===== src/rtl/ctrl_word_pipe_pkg.sv =====
// Shared RV32I decode types: opcodes, ALU/compare encodings, mux selects,
// the base control word and the extended control word carried down the pipe.
package rv32i_types;

  typedef enum logic [6:0] {
    op_lui   = 7'b0110111,
    op_auipc = 7'b0010111,
    op_jal   = 7'b1101111,
    op_jalr  = 7'b1100111,
    op_br    = 7'b1100011,
    op_load  = 7'b0000011,
    op_store = 7'b0100011,
    op_imm   = 7'b0010011,
    op_reg   = 7'b0110011,
    op_csr   = 7'b1110011
  } rv32i_opcode;

  typedef enum logic [2:0] {
    alu_add = 3'b000,
    alu_sll = 3'b001,
    alu_sra = 3'b010,
    alu_sub = 3'b011,
    alu_xor = 3'b100,
    alu_srl = 3'b101,
    alu_or  = 3'b110,
    alu_and = 3'b111
  } alu_ops;

  typedef enum logic [2:0] {
    beq  = 3'b000,
    bne  = 3'b001,
    blt  = 3'b100,
    bge  = 3'b101,
    bltu = 3'b110,
    bgeu = 3'b111
  } branch_funct3_t;

  typedef enum logic [2:0] {
    lb  = 3'b000,
    lh  = 3'b001,
    lw  = 3'b010,
    lbu = 3'b100,
    lhu = 3'b101
  } load_funct3_t;

  typedef enum logic [2:0] {
    sb = 3'b000,
    sh = 3'b001,
    sw = 3'b010
  } store_funct3_t;

  typedef enum logic [2:0] {
    f3_add  = 3'b000,
    f3_sll  = 3'b001,
    f3_slt  = 3'b010,
    f3_sltu = 3'b011,
    f3_xor  = 3'b100,
    f3_sr   = 3'b101,
    f3_or   = 3'b110,
    f3_and  = 3'b111
  } arith_funct3_t;

  // ALU operand A select
  localparam logic       ALUMUX1_RS1 = 1'b0;
  localparam logic       ALUMUX1_PC  = 1'b1;
  // ALU operand B select
  localparam logic [2:0] ALUMUX2_I   = 3'd0;
  localparam logic [2:0] ALUMUX2_U   = 3'd1;
  localparam logic [2:0] ALUMUX2_B   = 3'd2;
  localparam logic [2:0] ALUMUX2_S   = 3'd3;
  localparam logic [2:0] ALUMUX2_J   = 3'd4;
  localparam logic [2:0] ALUMUX2_RS2 = 3'd5;
  // comparator operand B select
  localparam logic       CMPMUX_RS2  = 1'b0;
  localparam logic       CMPMUX_IMM  = 1'b1;
  // register-file write-data select
  localparam logic [3:0] RF_ALU      = 4'd0;
  localparam logic [3:0] RF_BR_EN    = 4'd1;
  localparam logic [3:0] RF_U_IMM    = 4'd2;
  localparam logic [3:0] RF_LW       = 4'd3;
  localparam logic [3:0] RF_PC4      = 4'd4;
  localparam logic [3:0] RF_LB       = 4'd5;
  localparam logic [3:0] RF_LBU      = 4'd6;
  localparam logic [3:0] RF_LH       = 4'd7;
  localparam logic [3:0] RF_LHU      = 4'd8;

  localparam logic [6:0] MEXT_FUNCT7 = 7'b0000001;

  typedef struct packed {
    logic [6:0] opcode;
    logic [2:0] aluop;
    logic [2:0] cmpop;
    logic       alumux1_sel;
    logic [2:0] alumux2_sel;
    logic       cmpmux_sel;
    logic [3:0] regfilemux_sel;
    logic       load_regfile;
    logic       mem_read;
    logic       mem_write;
    logic [2:0] funct3;
    logic       is_branch;
    logic       is_jump;
  } rv32i_control_word;

  typedef struct packed {
    rv32i_control_word ctrl;
    logic [4:0]        rd;
    logic [4:0]        rs1;
    logic [4:0]        rs2;
    logic              mext;
    logic [2:0]        mext_op;
    logic              illegal;
  } ctrl_ext_t;

  // True when an instruction with this opcode reads register rs1
  function automatic logic reads_rs1(input logic [6:0] opcode);
    case (opcode)
      op_jalr, op_br, op_load, op_store, op_imm, op_reg: reads_rs1 = 1'b1;
      default:                                            reads_rs1 = 1'b0;
    endcase
  endfunction

  // True when an instruction with this opcode reads register rs2
  function automatic logic reads_rs2(input logic [6:0] opcode);
    case (opcode)
      op_reg, op_store, op_br: reads_rs2 = 1'b1;
      default:                 reads_rs2 = 1'b0;
    endcase
  endfunction

endpackage


===== src/rtl/ctrl_word_pipe_decode_core.sv =====
// Combinational RV32I (+ optional RV32M) decoder producing one extended
// control word per instruction.
module ctrl_decode_core
  import rv32i_types::*;
#(
  parameter bit MEXT_EN = 1'b0
) (
  input  logic [31:0] instr,
  output ctrl_ext_t   word
);

  logic [6:0] opcode;
  logic [2:0] funct3;
  logic [6:0] funct7;
  logic       is_illegal;

  assign opcode = instr[6:0];
  assign funct3 = instr[14:12];
  assign funct7 = instr[31:25];

  // Opcode-driven field decode; illegal encodings collapse to an all-zero word flagged illegal
  always_comb begin
    word                  = '0;
    is_illegal            = 1'b0;
    word.rd               = instr[11:7];
    word.rs1              = instr[19:15];
    word.rs2              = instr[24:20];
    word.ctrl.opcode      = opcode;
    word.ctrl.funct3      = funct3;
    word.ctrl.aluop       = alu_add;
    word.ctrl.alumux1_sel = ALUMUX1_RS1;
    word.ctrl.alumux2_sel = ALUMUX2_I;

    case (opcode)
      op_lui: begin
        word.ctrl.load_regfile   = 1'b1;
        word.ctrl.regfilemux_sel = RF_U_IMM;
      end
      op_auipc: begin
        word.ctrl.alumux1_sel  = ALUMUX1_PC;
        word.ctrl.alumux2_sel  = ALUMUX2_U;
        word.ctrl.load_regfile = 1'b1;
      end
      op_jal: begin
        word.ctrl.alumux1_sel    = ALUMUX1_PC;
        word.ctrl.alumux2_sel    = ALUMUX2_J;
        word.ctrl.regfilemux_sel = RF_PC4;
        word.ctrl.load_regfile   = 1'b1;
        word.ctrl.is_jump        = 1'b1;
      end
      op_jalr: begin
        word.ctrl.regfilemux_sel = RF_PC4;
        word.ctrl.load_regfile   = 1'b1;
        word.ctrl.is_jump        = 1'b1;
      end
      op_br: begin
        word.ctrl.alumux1_sel = ALUMUX1_PC;
        word.ctrl.alumux2_sel = ALUMUX2_B;
        word.ctrl.cmpop       = funct3;
        word.ctrl.cmpmux_sel  = CMPMUX_RS2;
        word.ctrl.is_branch   = 1'b1;
      end
      op_load: begin
        word.ctrl.mem_read     = 1'b1;
        word.ctrl.load_regfile = 1'b1;
        case (funct3)
          lb:      word.ctrl.regfilemux_sel = RF_LB;
          lh:      word.ctrl.regfilemux_sel = RF_LH;
          lw:      word.ctrl.regfilemux_sel = RF_LW;
          lbu:     word.ctrl.regfilemux_sel = RF_LBU;
          lhu:     word.ctrl.regfilemux_sel = RF_LHU;
          default: is_illegal = 1'b1;
        endcase
      end
      op_store: begin
        word.ctrl.alumux2_sel = ALUMUX2_S;
        word.ctrl.mem_write   = 1'b1;
        case (funct3)
          sb, sh, sw: word.ctrl.mem_write = 1'b1;
          default:    is_illegal = 1'b1;
        endcase
      end
      op_imm: begin
        word.ctrl.load_regfile = 1'b1;
        case (funct3)
          f3_slt: begin
            word.ctrl.cmpop          = blt;
            word.ctrl.cmpmux_sel     = CMPMUX_IMM;
            word.ctrl.regfilemux_sel = RF_BR_EN;
          end
          f3_sltu: begin
            word.ctrl.cmpop          = bltu;
            word.ctrl.cmpmux_sel     = CMPMUX_IMM;
            word.ctrl.regfilemux_sel = RF_BR_EN;
          end
          f3_sr:   word.ctrl.aluop = funct7[5] ? alu_sra : alu_srl;
          default: word.ctrl.aluop = funct3;
        endcase
      end
      op_reg: begin
        word.ctrl.alumux2_sel = ALUMUX2_RS2;
        if (funct7 == MEXT_FUNCT7) begin
          if (MEXT_EN) begin
            word.mext              = 1'b1;
            word.mext_op           = funct3;
            word.ctrl.load_regfile = 1'b1;
          end else begin
            is_illegal = 1'b1;
          end
        end else begin
          word.ctrl.load_regfile = 1'b1;
          case (funct3)
            f3_add:  word.ctrl.aluop = funct7[5] ? alu_sub : alu_add;
            f3_sr:   word.ctrl.aluop = funct7[5] ? alu_sra : alu_srl;
            f3_slt: begin
              word.ctrl.cmpop          = blt;
              word.ctrl.cmpmux_sel     = CMPMUX_RS2;
              word.ctrl.regfilemux_sel = RF_BR_EN;
            end
            f3_sltu: begin
              word.ctrl.cmpop          = bltu;
              word.ctrl.cmpmux_sel     = CMPMUX_RS2;
              word.ctrl.regfilemux_sel = RF_BR_EN;
            end
            default: word.ctrl.aluop = funct3;
          endcase
        end
      end
      default: is_illegal = 1'b1;
    endcase

    if (is_illegal) begin
      word         = '0;
      word.illegal = 1'b1;
    end

    if (word.rd == 5'd0) begin
      word.ctrl.load_regfile = 1'b0;
    end
  end

endmodule


===== src/rtl/ctrl_word_pipe.sv =====
// Registered control-word pipeline: decode into stage 0, then carry the word
// down NUM_STAGES control registers with load-use bubbles, stall and flush.
module ctrl_word_pipe
  import rv32i_types::*;
#(
  parameter int NUM_STAGES  = 3,
  parameter int FLUSH_DEPTH = 2,
  parameter bit MEXT_EN     = 1'b0,
  parameter int CNT_W       = 16
) (
  input  logic                  clk,
  input  logic                  rst,
  input  logic                  in_valid,
  output logic                  in_ready,
  input  logic [31:0]           in_instr,
  input  logic [31:0]           in_pc,
  input  logic                  stall_ext,
  input  logic                  flush,
  output logic [NUM_STAGES-1:0] stage_valid,
  output ctrl_ext_t             stage_ctrl [NUM_STAGES],
  output logic [31:0]           stage_pc   [NUM_STAGES],
  output logic                  hazard_stall,
  output logic [CNT_W-1:0]      bubble_cnt
);

  ctrl_ext_t        dec_word;
  logic             load_use_raw;
  logic             load_use;
  logic             accept;
  logic [6:0]       in_opcode;
  logic [4:0]       in_rs1;
  logic [4:0]       in_rs2;
  logic [CNT_W-1:0] cnt_q;
  logic [CNT_W-1:0] cnt_d;

  ctrl_decode_core #(
    .MEXT_EN (MEXT_EN)
  ) u_decode (
    .instr (in_instr),
    .word  (dec_word)
  );

  assign in_opcode = in_instr[6:0];
  assign in_rs1    = in_instr[19:15];
  assign in_rs2    = in_instr[24:20];

  // Load-use detection against stage 0 and the resulting handshake; flush overrides the bubble
  always_comb begin
    load_use_raw = stage_valid[0]
                && (stage_ctrl[0].ctrl.opcode == op_load)
                && (stage_ctrl[0].rd != 5'd0)
                && in_valid
                && ((reads_rs1(in_opcode) && (in_rs1 == stage_ctrl[0].rd))
                 || (reads_rs2(in_opcode) && (in_rs2 == stage_ctrl[0].rd)));
    load_use     = load_use_raw && !flush;
    in_ready     = rst && !stall_ext && !load_use;
    hazard_stall = rst && !stall_ext && load_use;
    accept       = in_valid && in_ready;
  end

  // Saturating count of inserted load-use bubbles
  always_comb begin
    cnt_d = cnt_q;
    if (hazard_stall && (cnt_q != '1)) begin
      cnt_d = cnt_q + CNT_W'(1);
    end
  end

  // Bubble counter register
  always_ff @(posedge clk or negedge rst) begin
    if (!rst) begin
      cnt_q <= '0;
    end else begin
      cnt_q <= cnt_d;
    end
  end

  assign bubble_cnt = cnt_q;

  for (genvar i = 0; i < NUM_STAGES; i++) begin : g_stage
    localparam bit FLUSHABLE = (i < FLUSH_DEPTH);

    logic        valid_q;
    logic        valid_d;
    ctrl_ext_t   ctrl_q;
    ctrl_ext_t   ctrl_d;
    logic [31:0] pc_q;
    logic [31:0] pc_d;
    logic        prev_valid;
    ctrl_ext_t   prev_ctrl;
    logic [31:0] prev_pc;

    if (i == 0) begin : g_head
      assign prev_valid = accept;
      assign prev_ctrl  = accept ? dec_word : '0;
      assign prev_pc    = accept ? in_pc : '0;
    end else begin : g_body
      assign prev_valid = stage_valid[i-1];
      assign prev_ctrl  = stage_ctrl[i-1];
      assign prev_pc    = stage_pc[i-1];
    end

    // Advance from the previous stage unless stalled; young stages are cleared on flush
    always_comb begin
      valid_d = valid_q;
      ctrl_d  = ctrl_q;
      pc_d    = pc_q;
      if (!stall_ext) begin
        valid_d = prev_valid;
        ctrl_d  = prev_ctrl;
        pc_d    = prev_pc;
      end
      if (flush && FLUSHABLE) begin
        valid_d = 1'b0;
        ctrl_d  = '0;
        pc_d    = '0;
      end
    end

    // Stage control register
    always_ff @(posedge clk or negedge rst) begin
      if (!rst) begin
        valid_q <= 1'b0;
        ctrl_q  <= '0;
        pc_q    <= '0;
      end else begin
        valid_q <= valid_d;
        ctrl_q  <= ctrl_d;
        pc_q    <= pc_d;
      end
    end

    assign stage_valid[i] = valid_q;
    assign stage_ctrl[i]  = ctrl_q;
    assign stage_pc[i]    = pc_q;
  end

endmodule

===== config.mk =====
export PLATFORM = sky130hd
export DESIGN_NAME = ctrl_word_pipe
export DESIGN_NICKNAME = d
export VERILOG_FILES = /design/src/rtl/ctrl_word_pipe_pkg.sv /design/src/rtl/ctrl_word_pipe_decode_core.sv /design/src/rtl/ctrl_word_pipe.sv
export SDC_FILE = /design/constraint.sdc
export NUM_CORES = 1
export LEC_CHECK = 0
export CAP_MARGIN = 20
export CORE_ASPECT_RATIO = 0.8
export CORE_MARGIN = 5
export CORE_UTILIZATION = 30
export DETAILED_ROUTE_END_ITERATION = 12
export PLACE_DENSITY = 0.59
export REMOVE_ABC_BUFFERS = 1
export SLEW_MARGIN = 15
export SYNTH_ARGS = -nofsm -noshare
export SYNTH_HDL_FRONTEND = slang
export SYNTH_HIERARCHICAL = 1
export SYNTH_SLANG_ARGS = --single-unit

===== constraint.sdc =====
create_clock -name clk -period 2.25 [get_ports clk]
set_input_delay 0.675 -clock clk [delete_from_list [all_inputs] [get_ports clk]]
set_output_delay 0.675 -clock clk [all_outputs]
set_load 0.03 [all_outputs]

Word-level counts from Yosys, hierarchy flattened. Cells that the tools add are included.

Flip-flop bits (word level): 265. Bits of input ports: 69. Output and inout bits: 267. Word-level logic and storage cells: 156.

Add/subtract/negate cells: 1. Equal/unequal tests: 20. Muxes and demuxes: 43. Reduce and logical (&&, ||, !) cells: 28.

Operators with widths (number): two-way mux 50 bit (6); two-way mux 32 bit (5); one-hot mux 4 bit (5 select lines) (2); equality test 7 x 6 -> 1 bit, second input constant (3); equality test 7 bit, second input constant (3); one-hot mux 3 bit (2 select lines) (3); one-hot mux 3 bit (3 select lines) (2); OR reduction 6 bit (3); adder 16 x 1 -> 16 bit, second input constant (1); two-way mux 1 bit (16); != test 16 bit, second input constant (1); one-hot mux 3 bit (5 select lines) (1); equality test 7 x 2 -> 1 bit, second input constant (2); equality test 7 x 5 -> 1 bit, second input constant (2); logical AND 1 bit (12); two-way mux 6 bit (2); equality test 5 bit (2); OR reduction 3 bit (3); equality test 7 x 1 -> 1 bit, second input constant (1); equality test 3 x 2 -> 1 bit, second input constant (2); equality test 3 bit, second input constant (2); zero test 5 bit (1); two-way mux 5 bit (1); nonzero test 5 bit (1); 11 further kinds (15).

Depth between registers and ports, before layout. Gate-level depths: netlist (run 1).

Depth after elaboration: 13. Gate-level depth with buffers: 8. Mapped depth without buffers: 7.

Modules after synthesis. The synthesis (run 1) kept the hierarchy.

By module, submodules not included: ctrl_word_pipe (instances 1, cells each 734, area each 10296.1 um^2, seq. area each 6631.4 um^2); ctrl_decode_core (instances 1, cells each 123, area each 769.5 um^2, seq. area each 0.0 um^2).

Least setup slack after synthesis (run 1). No wires, ideal clock.

Kind: register to output. Start: reg g_stage[0].ctrl_q (netlist bit stage_ctrl[118]). End: out in_ready. Data arrival time: 1.901 ns. Required time: 1.575 ns. Path slack: -0.326 ns. Cell stages (with the launch flop): 6. Buffers on the path: 0. Cell sequence: dfrtp_1 > or4_1 > nor2_1 > nor3_2 > and2_4 > nor2_1.

Cells in the longest elaborated chain, start to end: 7. Elaborated cells between the ends (all ways): 12. Those cells by class: 2 x eq/ne; 10 x reduce/logical.

Ends and longest elaborated chain: start, declared (line ctrl_word_pipe.sv:85) `ctrl_ext_t ctrl_q;`; start signal, assigned (line ctrl_word_pipe.sv:128) `ctrl_q <= ctrl_d;`; equality test 5 bit, or another cell as far along (line ctrl_word_pipe.sv:53) `&& ((reads_rs1(in_opcode) && (in_rs1 == stage_ctrl[0].rd))`; logical AND 1 bit (on tied branches) (line ctrl_word_pipe.sv:53, ctrl_word_pipe.sv:51, ctrl_word_pipe.sv:54); logical OR 1 bit / logical AND 1 bit (equally long branches) (line ctrl_word_pipe.sv:54, ctrl_word_pipe.sv:52); logical AND 1 bit * (line ctrl_word_pipe.sv:53); logical AND 1 bit * (line ctrl_word_pipe.sv:55) `load_use = load_use_raw && !flush;`; zero test 1 bit * (line ctrl_word_pipe.sv:56) `in_ready = rst && !stall_ext && !load_use;`; logical AND 1 bit * (line ctrl_word_pipe.sv:56); end, declared (line ctrl_word_pipe.sv:14) `output logic in_ready,`.

Every way passes the cells marked *; elsewhere a longest branch is shown, timed or not.

Final worst setup path (run 1).
Start: reg g_stage[0].ctrl_q (netlist bit stage_ctrl[146]). End: out hazard_stall.

Cells in the longest elaborated chain, start to end: 7.

Ends and longest elaborated chain: equality test 7 x 2 -> 1 bit (line ctrl_word_pipe.sv:50) `&& (stage_ctrl[0].ctrl.opcode == op_load)`; logical AND 1 bit (line ctrl_word_pipe.sv:50); logical AND 1 bit (line ctrl_word_pipe.sv:51) `&& (stage_ctrl[0].rd != 5'd0)`; logical AND 1 bit (line ctrl_word_pipe.sv:52) `&& in_valid`; logical AND 1 bit (line ctrl_word_pipe.sv:53); logical AND 1 bit (line ctrl_word_pipe.sv:55); logical AND 1 bit (line ctrl_word_pipe.sv:57) `hazard_stall = rst && !stall_ext && load_use;`; end, declared (line ctrl_word_pipe.sv:22) `output logic hazard_stall,`.

Every way passes these cells.

==> results of run 1 <==
-- logic make-up after synthesis --
| kind of cell | share of synthesized area [%] |
|---|---|
| multiplexers | 16.1 |
| AO/OA/AOI/OAI | 8.07 |
| AND/OR/NAND/NOR | 10.1 |
| adder cells (fa/ha/maj) | 0.113 |
| buffers and inverters | 3.52 |
| flip-flops | 59.9 |
| other | 0.0339 |
| XOR/XNOR | 2.14 |
-- through the flow --
step                      hold slack (ps)  setup slack, ps  util [%]  instances  area, um^2
after floorplan                       379            -1670         -        794       10700
after global placement                487            -1110      43.2       1706       15600
after detailed placement              490            -1110      43.2       1706       15600
after CTS                             302             -806      46.5       1775       16800
after global routing                  296             -850      47.4       1769       17100
final                                 184             -700      47.4       1769       17100
-- synthesized netlist by cell type (2+ instances only) --
library cell  number
a21o_1             2
nor4_1             6
or4_1              2
a32oi_1            2
mux2i_1           83
mux2_2            84
xnor2_1           17
nor3b_1           20
nor3_1            14
buf_4              9
clkbuf_1          33
buf_1              9
a22o_1            82
dfrtp_1          265
nor2b_1            6
nor2_1           105
o21ai_0            7
nand2_1           18
a21oi_1            6
inv_1              7
buf_6             10
nand2b_1           2
a211oi_1           2
or4_4              2
and2_1             5
nand4_1            6
nand3b_1           4
nand4b_1           2
buf_2              5
nand3_1            7
xor2_1            10
-- critical path: stages (launching register included) --
cell and delay (ps):
dfrtp_1 430, nor4bb_4 330, buf_4 150, nand4b_1 200, nor4_2 290, and2_4 200
buf_6 130
-- worst max path at each step --
stage                                            from                        endpoint
after floorplan                                 flush  g_stage[0].pc_q[0]$_DFFE_PN0P_
after global placement                    in_instr[0]                    hazard_stall
after detailed placement                  in_instr[0]                    hazard_stall
after CTS                 stage_ctrl[146]$_DFFE_PN0P_                    hazard_stall
after global routing      stage_ctrl[146]$_DFFE_PN0P_                    hazard_stall
final                     stage_ctrl[146]$_DFFE_PN0P_                    hazard_stall
-- sequential cells by signal (all words and copies together), names as in the netlist --
| signal | count |
|---|---|
| stage_ctrl | 150 |
| g_stage.pc_q | 96 |
| bubble_cnt | 16 |
| g_stage.valid_q | 3 |
-- metal layers --
layer	vias to the layer above	wire, um	part of all wire [%]	track usage [%]
li1	3885	-	-	-
met2	262	16200	45	26.7
met4	6	642	1.8	2.82
met1	4195	15800	44	23.3
met5	-	22	0.062	0
met3	47	3010	8.4	5.65
-- power by group --
group	switching (mW)	leakage [nW]	internal (mW)
sequential	0.0268	3.68	4.80
combinational	0.486	6.95	0.376
clock	1.92	0.466	2.85
-- area by class of cell --
cell class | instances | area [um^2]
multi-input cells | 523 | 4210
flip-flops and latches | 265 | 6630
repair buffers | 442 | 4710
fillers | 3317 | 19000
well taps | 480 | 601
clock buffers | 46 | 870
clock inverters | 6 | 82.6
inverters | 7 | 26.3
-- layout by cell type (no fill, tap or decap), types with 3 or more instances in the layout --
cell / netlist / routed
dfrtp_1: 265 / 265
xnor2_1: 17 / 17
xor2_1: 10 / 9
o21ai_0: 7 / 7
buf_12: 0 / 17
nor3_2: 1 / 7
nand4_1: 6 / 6
buf_6: 10 / 5
clkinv_2: 0 / 3
nor2_4: 1 / 4
clkdlybuf4s50_1: 0 / 63
dlygate4sd2_1: 0 / 107
nor2b_1: 6 / 5
nor3_1: 14 / 8
nor4_1: 6 / 4
conb_1: 1 / 4
buf_4: 9 / 84
nor3b_1: 20 / 20
or4_4: 2 / 3
clkdlybuf4s15_2: 0 / 3
inv_1: 7 / 7
nand3b_1: 4 / 4
nand3_1: 7 / 7
dlymetal6s2s_1: 0 / 154
a22o_1: 82 / 82
buf_16: 0 / 4
mux2_2: 84 / 84
clkbuf_16: 0 / 29
a21oi_1: 6 / 5
mux2i_1: 83 / 83
and2_1: 5 / 4
clkbuf_8: 0 / 9
nor2_1: 105 / 101
nand2_1: 18 / 18
clkbuf_1: 33 / 9
-- what timing repair did --
item | 4_1_cts | 5_1_grt
pin swaps | 16 | 5
hold buffers | 0 | 0
buffers inserted | 18 | 2
resized for setup | 160 | 160
setup endpoints to repair | 360 | 253
gates cloned | 5 | 0
==> impl_metrics.toml, run 1 <==
[status]
outcome = "complete, but fails checks"
violations = "negative setup slack"

[setup_path]
timing.rr.end = "g_stage[0].pc_q[15]$_DFFE_PN0P_"
endpoint_kind = "primary output"
required_ps = 1570
worstSetupPathType = "reg2out"
crit_arrival_ps = 2280
crit_fanout = 2
reg2regPathDepth = 11
r2r_start = "stage_ctrl[146]$_DFFE_PN0P_"
r2r_slack_ps = -140
start_kind = "register"

[detailed_routing]
wire_per_inst_um = 20.2
wl_um = 35700
drt_iter0_drc = 420
detail-route-antenna-nets = 0
post-route-drc-count = 0
viasPerCell = 4.75
vias = 8395
dr.pass1.iters = 4

[place]
place_congestion = 0.776
dpl.hpwl_um = 24900
portBuffers = 335

[logic_synthesis]
postSynthAreaPerCell_um2 = 12.9
yosys_most_used_dff = "dfrtp_1"
synth_top_area_share_pct = 59.9
synth.area.top_cells = "dfrtp_1, mux2_2, mux2i_1, a22o_1, nor2_1"
async_flop_share_pct = 100
synth_warnings = 6
synth.distinct_cells = 56
synth_edf_count = 0
yosysSeqAreaShare_pct = 59.9
yosysTopAreaCell = "dfrtp_1"
syn-cell-area_um2 = 11100
syn_inst = 857
ys_ff_latch = 265

[sta]
clock_skew_ps = 16.3
tightest_slew_ps = 1040
rsz0062_at_grt = "true"
period_share_pct = 131
slew_headroom_pct = 30.7
fin_setup_tns_ps = -4610
setup_viol = 34
hold_violations = 0
min_period_ps = 2950
slew_viol_final = 0
setup_ws_ps = -700
max_freq_mhz = 339

[clock_network]
cts_max_level = 1
clk_pin_slew_ps = 60
cts-root-buf = "clkbuf_16"
clock_latency_ps = 550
clock_path_buffers = 3
cts_made_buffers = 29
cts_tree = "built"
clock_sinks = 265

[floorplanning]
dieArea_um2 = 40900
die_h_um = 182
io_pins = 336
core_um2 = 36100
die_w_um = 225
row_count = 62
initial_utilization_pct = 30.6

[finish]
diodes = 0
area_growth_pct = 54.8
drive_gt1_share_pct = 21.3
fin_nets = 1338

[pwr]
powerDensity_nw_per_um2 = 611
total_power_mw = 10.5
peakVddDrop_uv = 482
p_leak_nw = 11.1

[global_routing]
grt_pass1_wl_um = 55100
grtUsageTotal_pct = 17.0
gr-total-overflow = 0
grt_max_degree = 166
antenna_found_initial = 4
grt_pass1_vias = 8770

[run]
drv_cap = 0

[worst_hold_path]
hold_class = "in2async"
Power figures use the tool's default switching activity.
==> run 2: changes to the inputs <==
--- a/config.mk
+++ b/config.mk
@@ -5,7 +5,7 @@
 export SDC_FILE = /design/constraint.sdc
 export NUM_CORES = 1
 export LEC_CHECK = 0
-export CAP_MARGIN = 20
+export CAP_MARGIN = 40
 export CORE_ASPECT_RATIO = 0.8
 export CORE_MARGIN = 5
 export CORE_UTILIZATION = 30
==> results of run 2 <==
No change in the layout: final DEF, timing and power equal those of run 1.
